==> src/rtl/seg7_pkg.sv <==
// seg7_pkg -- shared definitions for the 7-segment scan capture block.
//
// Contents:
//   glyph_e          5-bit glyph code produced by the pattern decoder
//   SEG_*            active-low a..g patterns (a = bit 6 .. g = bit 0 of the
//                    7-bit constant, matching abcdefgh[7:1] on the display bus)
//   N_DIGITS         number of multiplexed digits on the scanned display
package seg7_pkg;

    localparam int N_DIGITS = 4;

    typedef enum logic [4:0] {
        G_0       = 5'd0,
        G_1       = 5'd1,
        G_2       = 5'd2,
        G_3       = 5'd3,
        G_4       = 5'd4,
        G_5       = 5'd5,
        G_6       = 5'd6,
        G_7       = 5'd7,
        G_8       = 5'd8,
        G_9       = 5'd9,
        G_A       = 5'd10,
        G_B       = 5'd11,
        G_C       = 5'd12,
        G_K       = 5'd13,
        G_U       = 5'd14,
        G_BLANK   = 5'd15,
        G_UNKNOWN = 5'd16
    } glyph_e;

    // Segment patterns, active-low, bit order a..g.
    localparam logic [6:0] SEG_0     = 7'b0000001;
    localparam logic [6:0] SEG_1     = 7'b1001111;
    localparam logic [6:0] SEG_2     = 7'b0010010;
    localparam logic [6:0] SEG_3     = 7'b0000110;
    localparam logic [6:0] SEG_4     = 7'b1001100;
    localparam logic [6:0] SEG_5     = 7'b0100100;
    localparam logic [6:0] SEG_6     = 7'b0100000;
    localparam logic [6:0] SEG_7     = 7'b0001111;
    localparam logic [6:0] SEG_8     = 7'b0000000;
    localparam logic [6:0] SEG_9     = 7'b0000100;
    localparam logic [6:0] SEG_A     = 7'b0001000;
    localparam logic [6:0] SEG_B     = 7'b1100000;
    localparam logic [6:0] SEG_C     = 7'b0110001;
    localparam logic [6:0] SEG_K     = 7'b0101000;
    localparam logic [6:0] SEG_U     = 7'b1000001;
    localparam logic [6:0] SEG_BLANK = 7'b1111111;

endpackage

==> src/rtl/seg7_glyph_decode.sv <==
// seg7_glyph_decode -- combinational segment-pattern to glyph decoder.
//
// Ports:
//   segs_i   [7:0]  captured abcdefgh byte (active-low); bit 0 (dp) is ignored
//   glyph_o  glyph_e decoded glyph; exact match on [7:1], else G_UNKNOWN
module seg7_glyph_decode
    import seg7_pkg::*;
(
    input  logic [7:0] segs_i,
    output glyph_e     glyph_o
);

    always_comb begin
        glyph_o = G_UNKNOWN;
        case (segs_i[7:1])
            SEG_0:     glyph_o = G_0;
            SEG_1:     glyph_o = G_1;
            SEG_2:     glyph_o = G_2;
            SEG_3:     glyph_o = G_3;
            SEG_4:     glyph_o = G_4;
            SEG_5:     glyph_o = G_5;
            SEG_6:     glyph_o = G_6;
            SEG_7:     glyph_o = G_7;
            SEG_8:     glyph_o = G_8;
            SEG_9:     glyph_o = G_9;
            SEG_A:     glyph_o = G_A;
            SEG_B:     glyph_o = G_B;
            SEG_C:     glyph_o = G_C;
            SEG_K:     glyph_o = G_K;
            SEG_U:     glyph_o = G_U;
            SEG_BLANK: glyph_o = G_BLANK;
            default:   glyph_o = G_UNKNOWN;
        endcase
    end

endmodule

==> src/rtl/seg7_scan_capture.sv <==
// seg7_scan_capture -- snoops a multiplexed 4-digit 7-segment display bus and
// rebuilds complete frames of what is being shown.
//
// Parameters:
//   STABLE_CYCLES  identical consecutive samples needed to accept a digit (2..255)
//   STALE_CYCLES   cycles without a capture before a digit is flagged stale
//
// Ports:
//   clk          system clock
//   reset        asynchronous, active-high reset
//   abcdefgh[7:0] segments, active-low, a = bit 7 .. g = bit 1, dp = bit 0
//   digit[3:0]   digit enables, active-low, one-hot-low selects digit i
//   glyphs[19:0] decoded glyph per digit, digit i at [5i+4:5i]
//   dp[3:0]      decimal point lit, per digit
//   segs[31:0]   raw captured abcdefgh per digit, digit i at [8i+7:8i]
//   frame_valid  one-cycle pulse when glyphs/dp/segs carry a new frame
//   stale[3:0]   per-digit "no capture within STALE_CYCLES"
//
// Build option: define SEG7_CAPTURE_STALE_EN to build the stale counters;
// without it stale is tied to zero.
module seg7_scan_capture
    import seg7_pkg::*;
#(
    parameter int STABLE_CYCLES = 4,
    parameter int STALE_CYCLES  = 2**24
) (
    input  logic        clk,
    input  logic        reset,
    input  logic [7:0]  abcdefgh,
    input  logic [3:0]  digit,
    output logic [19:0] glyphs,
    output logic [3:0]  dp,
    output logic [31:0] segs,
    output logic        frame_valid,
    output logic [3:0]  stale
);

    localparam logic [7:0]  STABLE_MAX  = 8'(STABLE_CYCLES);
    localparam logic [19:0] GLYPHS_RST  = {4{G_BLANK}};

    // Two-flop synchronizers; the display bus is asynchronous to clk.
    logic [7:0] seg_meta_q, seg_sync_q;
    logic [3:0] dig_meta_q, dig_sync_q;

    always_ff @(posedge clk or posedge reset) begin
        if (reset) begin
            seg_meta_q <= '0;
            seg_sync_q <= '0;
            dig_meta_q <= '0;
            dig_sync_q <= '0;
        end else begin
            seg_meta_q <= abcdefgh;
            seg_sync_q <= seg_meta_q;
            dig_meta_q <= digit;
            dig_sync_q <= dig_meta_q;
        end
    end

    // Candidate sample: exactly one digit enable low.
    logic       cand_valid;
    logic [1:0] cand_idx;

    always_comb begin
        cand_valid = 1'b0;
        cand_idx   = 2'd0;
        case (dig_sync_q)
            4'b1110: begin cand_valid = 1'b1; cand_idx = 2'd0; end
            4'b1101: begin cand_valid = 1'b1; cand_idx = 2'd1; end
            4'b1011: begin cand_valid = 1'b1; cand_idx = 2'd2; end
            4'b0111: begin cand_valid = 1'b1; cand_idx = 2'd3; end
            default: begin cand_valid = 1'b0; cand_idx = 2'd0; end
        endcase
    end

    // Stability tracking. cnt_q == 0 means "no valid previous sample", so a
    // candidate after an invalid sample always reloads to 1. dwell_q marks
    // that the current dwell has already been captured.
    logic [7:0] cnt_q, cnt_d;
    logic [1:0] prev_idx_q;
    logic [7:0] prev_seg_q;
    logic       dwell_q, dwell_d;
    logic       same_sample;
    logic       capture;
    logic [3:0] cap_onehot;

    assign same_sample = (cnt_q != 8'd0) && (prev_idx_q == cand_idx) &&
                         (prev_seg_q == seg_sync_q);
    assign cap_onehot  = capture ? (4'b0001 << cand_idx) : 4'b0000;

    always_comb begin
        cnt_d   = cnt_q;
        dwell_d = dwell_q;
        capture = 1'b0;
        if (!cand_valid) begin
            cnt_d   = 8'd0;
            dwell_d = 1'b0;
        end else if (same_sample) begin
            if (cnt_q != STABLE_MAX) begin
                cnt_d = cnt_q + 8'd1;
            end
            // Capture on the sample that brings the count to STABLE_CYCLES.
            if ((cnt_q == STABLE_MAX - 8'd1) && !dwell_q) begin
                capture = 1'b1;
                dwell_d = 1'b1;
            end
        end else begin
            cnt_d   = 8'd1;
            dwell_d = 1'b0;
        end
    end

    always_ff @(posedge clk or posedge reset) begin
        if (reset) begin
            cnt_q      <= '0;
            dwell_q    <= 1'b0;
            prev_idx_q <= '0;
            prev_seg_q <= '0;
        end else begin
            cnt_q   <= cnt_d;
            dwell_q <= dwell_d;
            if (cand_valid) begin
                prev_idx_q <= cand_idx;
                prev_seg_q <= seg_sync_q;
            end
        end
    end

    // Slots, seen mask and frame assembly. frame_pend_q delays the publish by
    // one cycle so the last captured slot is already registered.
    logic [3:0][7:0] slot_q, slot_d;
    logic [3:0]      seen_q, seen_d;
    logic            frame_pend_q, frame_pend_d;

    always_comb begin
        slot_d = slot_q;
        if (capture) begin
            slot_d[cand_idx] = seg_sync_q;
        end
        // A publish cycle clears seen; a capture in that cycle starts the next frame.
        seen_d       = (frame_pend_q ? 4'b0000 : seen_q) | cap_onehot;
        frame_pend_d = capture && (seen_d == 4'b1111);
    end

    always_ff @(posedge clk or posedge reset) begin
        if (reset) begin
            slot_q       <= {4{8'hFF}};
            seen_q       <= '0;
            frame_pend_q <= 1'b0;
        end else begin
            slot_q       <= slot_d;
            seen_q       <= seen_d;
            frame_pend_q <= frame_pend_d;
        end
    end

    // Decode every slot continuously; results are only latched on publish.
    glyph_e      slot_glyph [N_DIGITS];
    logic [19:0] slot_glyphs_packed;

    for (genvar gi = 0; gi < N_DIGITS; gi++) begin : g_dec
        seg7_glyph_decode u_dec (
            .segs_i  (slot_q[gi]),
            .glyph_o (slot_glyph[gi])
        );
    end

    always_comb begin
        slot_glyphs_packed = '0;
        for (int i = 0; i < N_DIGITS; i++) begin
            slot_glyphs_packed[5*i +: 5] = slot_glyph[i];
        end
    end

    logic [19:0] glyphs_q;
    logic [31:0] segs_q;
    logic        frame_valid_q;

    always_ff @(posedge clk or posedge reset) begin
        if (reset) begin
            glyphs_q      <= GLYPHS_RST;
            segs_q        <= 32'hFFFF_FFFF;
            frame_valid_q <= 1'b0;
        end else begin
            frame_valid_q <= frame_pend_q;
            if (frame_pend_q) begin
                glyphs_q <= slot_glyphs_packed;
                segs_q   <= slot_q;
            end
        end
    end

    assign glyphs      = glyphs_q;
    assign segs        = segs_q;
    assign frame_valid = frame_valid_q;

    always_comb begin
        dp = 4'b0000;
        for (int i = 0; i < N_DIGITS; i++) begin
            dp[i] = ~segs_q[8*i];
        end
    end

`ifdef SEG7_CAPTURE_STALE_EN
    localparam int                STALE_W   = $clog2(STALE_CYCLES + 1);
    localparam logic [STALE_W-1:0] STALE_MAX = STALE_W'(STALE_CYCLES);

    logic [3:0][STALE_W-1:0] stale_cnt_q, stale_cnt_d;

    // Capture clears the counter, so it wins over saturation in the same cycle.
    always_comb begin
        stale_cnt_d = stale_cnt_q;
        for (int i = 0; i < N_DIGITS; i++) begin
            if (cap_onehot[i]) begin
                stale_cnt_d[i] = '0;
            end else if (stale_cnt_q[i] != STALE_MAX) begin
                stale_cnt_d[i] = stale_cnt_q[i] + STALE_W'(1);
            end
        end
    end

    always_ff @(posedge clk or posedge reset) begin
        if (reset) begin
            stale_cnt_q <= '0;
        end else begin
            stale_cnt_q <= stale_cnt_d;
        end
    end

    always_comb begin
        stale = 4'b0000;
        for (int i = 0; i < N_DIGITS; i++) begin
            stale[i] = (stale_cnt_q[i] == STALE_MAX);
        end
    end
`else
    logic [31:0] unused_stale_cycles;
    assign unused_stale_cycles = 32'(STALE_CYCLES);
    assign stale = 4'b0000;
`endif

endmodule

==> config.mk <==
export PLATFORM = sky130hd
export DESIGN_NAME = seg7_scan_capture
export DESIGN_NICKNAME = d
export VERILOG_FILES = /design/src/rtl/seg7_pkg.sv /design/src/rtl/seg7_glyph_decode.sv /design/src/rtl/seg7_scan_capture.sv
export SDC_FILE = /design/constraint.sdc
export NUM_CORES = 1
export LEC_CHECK = 0
export BUFFER_PORTS_ARGS = -buffer_cell sky130_fd_sc_hd__buf_2
export CAP_MARGIN = 40
export CORE_MARGIN = 1
export CORE_UTILIZATION = 59
export DETAILED_ROUTE_END_ITERATION = 10
export GPL_TIMING_DRIVEN = 0
export PLACE_DENSITY = 0.9
export REMOVE_ABC_BUFFERS = 1
export SETUP_SLACK_MARGIN = 0.15
export SLEW_MARGIN = 25
export SYNTH_ARGS = -nofsm -noshare
export SYNTH_HDL_FRONTEND = slang
export SYNTH_SLANG_ARGS = --single-unit
==> constraint.sdc <==
create_clock -name clk -period 4.7 [get_ports clk]
set_input_delay 0.705 -clock clk [delete_from_list [all_inputs] [get_ports clk]]
set_output_delay 0.705 -clock clk [all_outputs]
set_load 0.1 [all_outputs]
==> impl_results.md <==
* CP required at 5110 ps
* Initial antenna violation count at 0
* Post-CTS Repair Setup Buffers at 0
* First-pass GRT wire length at 23.1 mm
* Setup violations, final at 0
* DIE HEIGHT at 108 µm
* Main synth FF type: dfstp_2
* WS Path Type: register to register
* FF-to-FF Start: dig_sync_q[2]$_DFF_PP0_
* Status: finished clean
* CTS root buffer: clkbuf_8
* CTS Buffer Depth at 2
* Synthesized area per cell at 11.1 µm²
* Clk_lat worst skew at 520 ps
* Clock tree sinks at 133
* Ys Warns at 0
* Final instance area at 7550 µm²
* Max-slew violations at 0
* Hold slack at 164 ps
* Number of diodes at 0
* Sw Share at 22.8%
* P_int at 2.05 mW
* R2R depth at 5
* Library cells used by synthesis at 72
* Max-Cap Viols at 0
* Max frequency at 404 MHz
* RR Endpoint: frame_pend_q$_DFF_PP0_
* Pwr dens at 351 nW/µm²
* Final min period at 2480 ps
* Register area share after synthesis at 52.1%
* Final setup margin at 2220 ps
* Final ANT Viol Nets at 0
* Row count at 38
* Reg2Reg Setup Slack at 2220 ps
* Non-filler instance count after layout at 792
* Post-CTS sizing at 0
* Hold Vio Cnt, Final at 0
* I/O pin count at 75
* Crit share post-route at 52.7%
* Worst Setup Start Kind: register
* Synthesized flop and latch total at 133
* Worst-path cell chain: o21ai_0 > nor3b_1 > or2_2 > nand4_2 > nor4_1
* Vias at 4999
* Largest net degree at the start of global routing at 90
* DRC errors left at 0
* Synth Cell Area at 6580 µm²
* Gr usage total at 26.0%
* CTS tree: done
* CTS Buf Count at 17
* Total power at 2.65 mW
* P&R area growth vs syn at 14.8%
* Gr ovfl total at 0
* Post-Synthesis Cells at 594
* CP arrival at 2880 ps
* CP top delay family: simple AND/OR/NAND/NOR gates
* Via density at 6.31
* Crit path max fanout at 15
* Clock slew at reported path FFs at 60 ps
* Slowest stage cell, crit path: dfrtp_1
* Layout cells sized above 1 at 41.6%
* HP Class: primary input to asynchronous set/reset pin
* Measured slew at the worst slew-check pin at 626 ps
* Initial core utilization at 60.7%
* Detailed placer's ending HPWL at 8.57 mm
* Largest stage delay on the critical path at 610 ps
* Commonest non-fill, non-tap cells in the layout: dfstp_2, buf_2, mux2_2
* Core Area at 10800 µm²
* Top-area cell type share of the netlist area at 31.9%
* Most common cell after layout, fill and taps aside: dfstp_2
* Synth area leaders: dfstp_2, dfrtp_1, mux2_2
* Sequential group share of total power at 45.7%
* Cell type with the largest total area after synthesis: dfstp_2
* Crit end category: register
* RSZ-0062 raised after global routing: false
* Drt pass-1 iters at 5
* Post-DP Area at 6950 µm²
* Buffers on Ports at 70
* Clock network power share at 50.1%
* Psw at 0.604 mW
* CTS Hold Bufs at 0
* Clk_skew at 9.54 ps
* Pre-CTS setup slack at 2380 ps
* Final GP Congestion at 0.861
* Peak supply drop at 0.000301 V
* Vias in the first global route at 4714
* Nets at 655
* Initial drt markers at 402
* Post-synth ARST share at 100%
* Buf/Inv on CP at 0
* Placed cells at 760
* LEAKAGE at 3.23 nW
* Gate power share at 4.2%
* Max_slew headroom at 58.2%
* Routed wire length at 14.1 mm
* Wire per inst at 17.8 µm
* Die width at 108 µm
* H-tree Lvls at 4
* Die area at 11600 µm²
* Post-synth EDFFs at 0
[metal layers]
metal,wire [µm],vias to the layer above,track usage [%],share of wire [%]
li1,-,2251,-,-
met1,5620,2439,31.8,40
met2,7220,257,43.1,51
met3,913,52,7.20,6.5
met4,372,0,11.1,2.6
met5,0,-,0,0
[worst reg2reg max path, stage by stage (launching register included)]
cell and delay (ps):
dfrtp_1 610, o21ai_0 160, nor3b_1 530, or2_2 390, nand4_2 280, nor4_1 390
[worst max-delay path by stage]
stage / start / endpoint / slack [ps] / cells past startpoint
floorplan: reset / cnt_q[0]$_DFFE_PP0P_ / 570 / 1
global placement: reset / seg_meta_q[3]$_DFF_PP0_ / -610 / 2
detailed placement: cnt_q[0]$_DFFE_PP0P_ / slot_q[19]$_DFFE_PP1P_ / 2380 / 5
CTS: dig_sync_q[2]$_DFF_PP0_ / frame_pend_q$_DFF_PP0_ / 2350 / 5
global route: dig_sync_q[2]$_DFF_PP0_ / frame_pend_q$_DFF_PP0_ / 2050 / 5
finish: dig_sync_q[2]$_DFF_PP0_ / frame_pend_q$_DFF_PP0_ / 2220 / 5
[stage by stage]
stage,TNS (ps),util (%)
after floorplan,0,-
after global placement,-31910,63.5
after detailed placement,0,64.1
after CTS,0,69.7
after global routing,0,69.7
final,0,69.7
[cells by family (layout without fill, tap and decap cells)]
kind of cell	after synthesis	after routing	synth area share, %
buffers and inverters	68	123	4.58
DFF	133	133	52.1
and+or+nand+nor	191	191	17.2
xor gates and xnor gates	19	19	2.53
AOI/OAI and AO/OA	110	110	11.1
muxes	70	70	12.0
adders and majority gates	2	2	0.380
other	1	4	0.0570
[flip-flops by register name, indices dropped and copies added (netlist names)]
register	flops
segs	32
slot_q	32
glyphs	20
cnt_q	8
prev_seg_q	8
seg_meta_q	8
seg_sync_q	8
dig_meta_q	4
dig_sync_q	4
seen_q	4
prev_idx_q	2
dwell_q	1
frame_pend_q	1
frame_valid	1
[cell usage after synthesis (3+ instances only)]
| library cell | count |
|---|---|
| dfrtp_1 | 53 |
| nand2b_1 | 4 |
| o22a_1 | 4 |
| dfstp_2 | 80 |
| nor3_1 | 18 |
| buf_2 | 3 |
| clkbuf_1 | 38 |
| and3_1 | 8 |
| o22ai_1 | 4 |
| nor2_1 | 41 |
| nand4b_1 | 5 |
| inv_1 | 19 |
| and3b_1 | 4 |
| xnor2_1 | 10 |
| nor4b_1 | 3 |
| mux2_1 | 3 |
| o21a_1 | 3 |
| o21ai_0 | 33 |
| a31oi_1 | 9 |
| nor3b_1 | 6 |
| or3_1 | 5 |
| mux2_2 | 67 |
| nand3_1 | 19 |
| nand4_4 | 4 |
| nand2_1 | 32 |
| a21boi_0 | 3 |
| nand4_1 | 12 |
| nor4_1 | 3 |
| xor2_1 | 9 |
| a211oi_1 | 4 |
| a21oi_1 | 20 |
| nand3b_1 | 5 |
| o31ai_1 | 3 |
| o32ai_1 | 4 |
| buf_4 | 4 |
[final cells by class]
| cell class | count | area [µm²] |
|---|---|---|
| Sequential cell | 133 | 3430 |
| Timing Repair Buffer | 72 | 398 |
| Inverter | 19 | 78.8 |
| Tap cell | 140 | 175 |
| Multi-Input combinational cell | 396 | 2860 |
| Clock buffer | 19 | 432 |
| Clock inverter | 13 | 174 |
| Fill cell | 700 | 3290 |
[power by group through the flow]
stage               logic (mW)  clock network (mW)  registers, mW
floorplan               0.0862                   0           1.21
detailed placement       0.110                   0           1.22
finish                   0.112                1.33           1.21
global route             0.123                1.40           1.21
CTS                      0.114                1.35           1.21
global placement         0.100                   0           1.22
(Power assumes the default switching activity.)
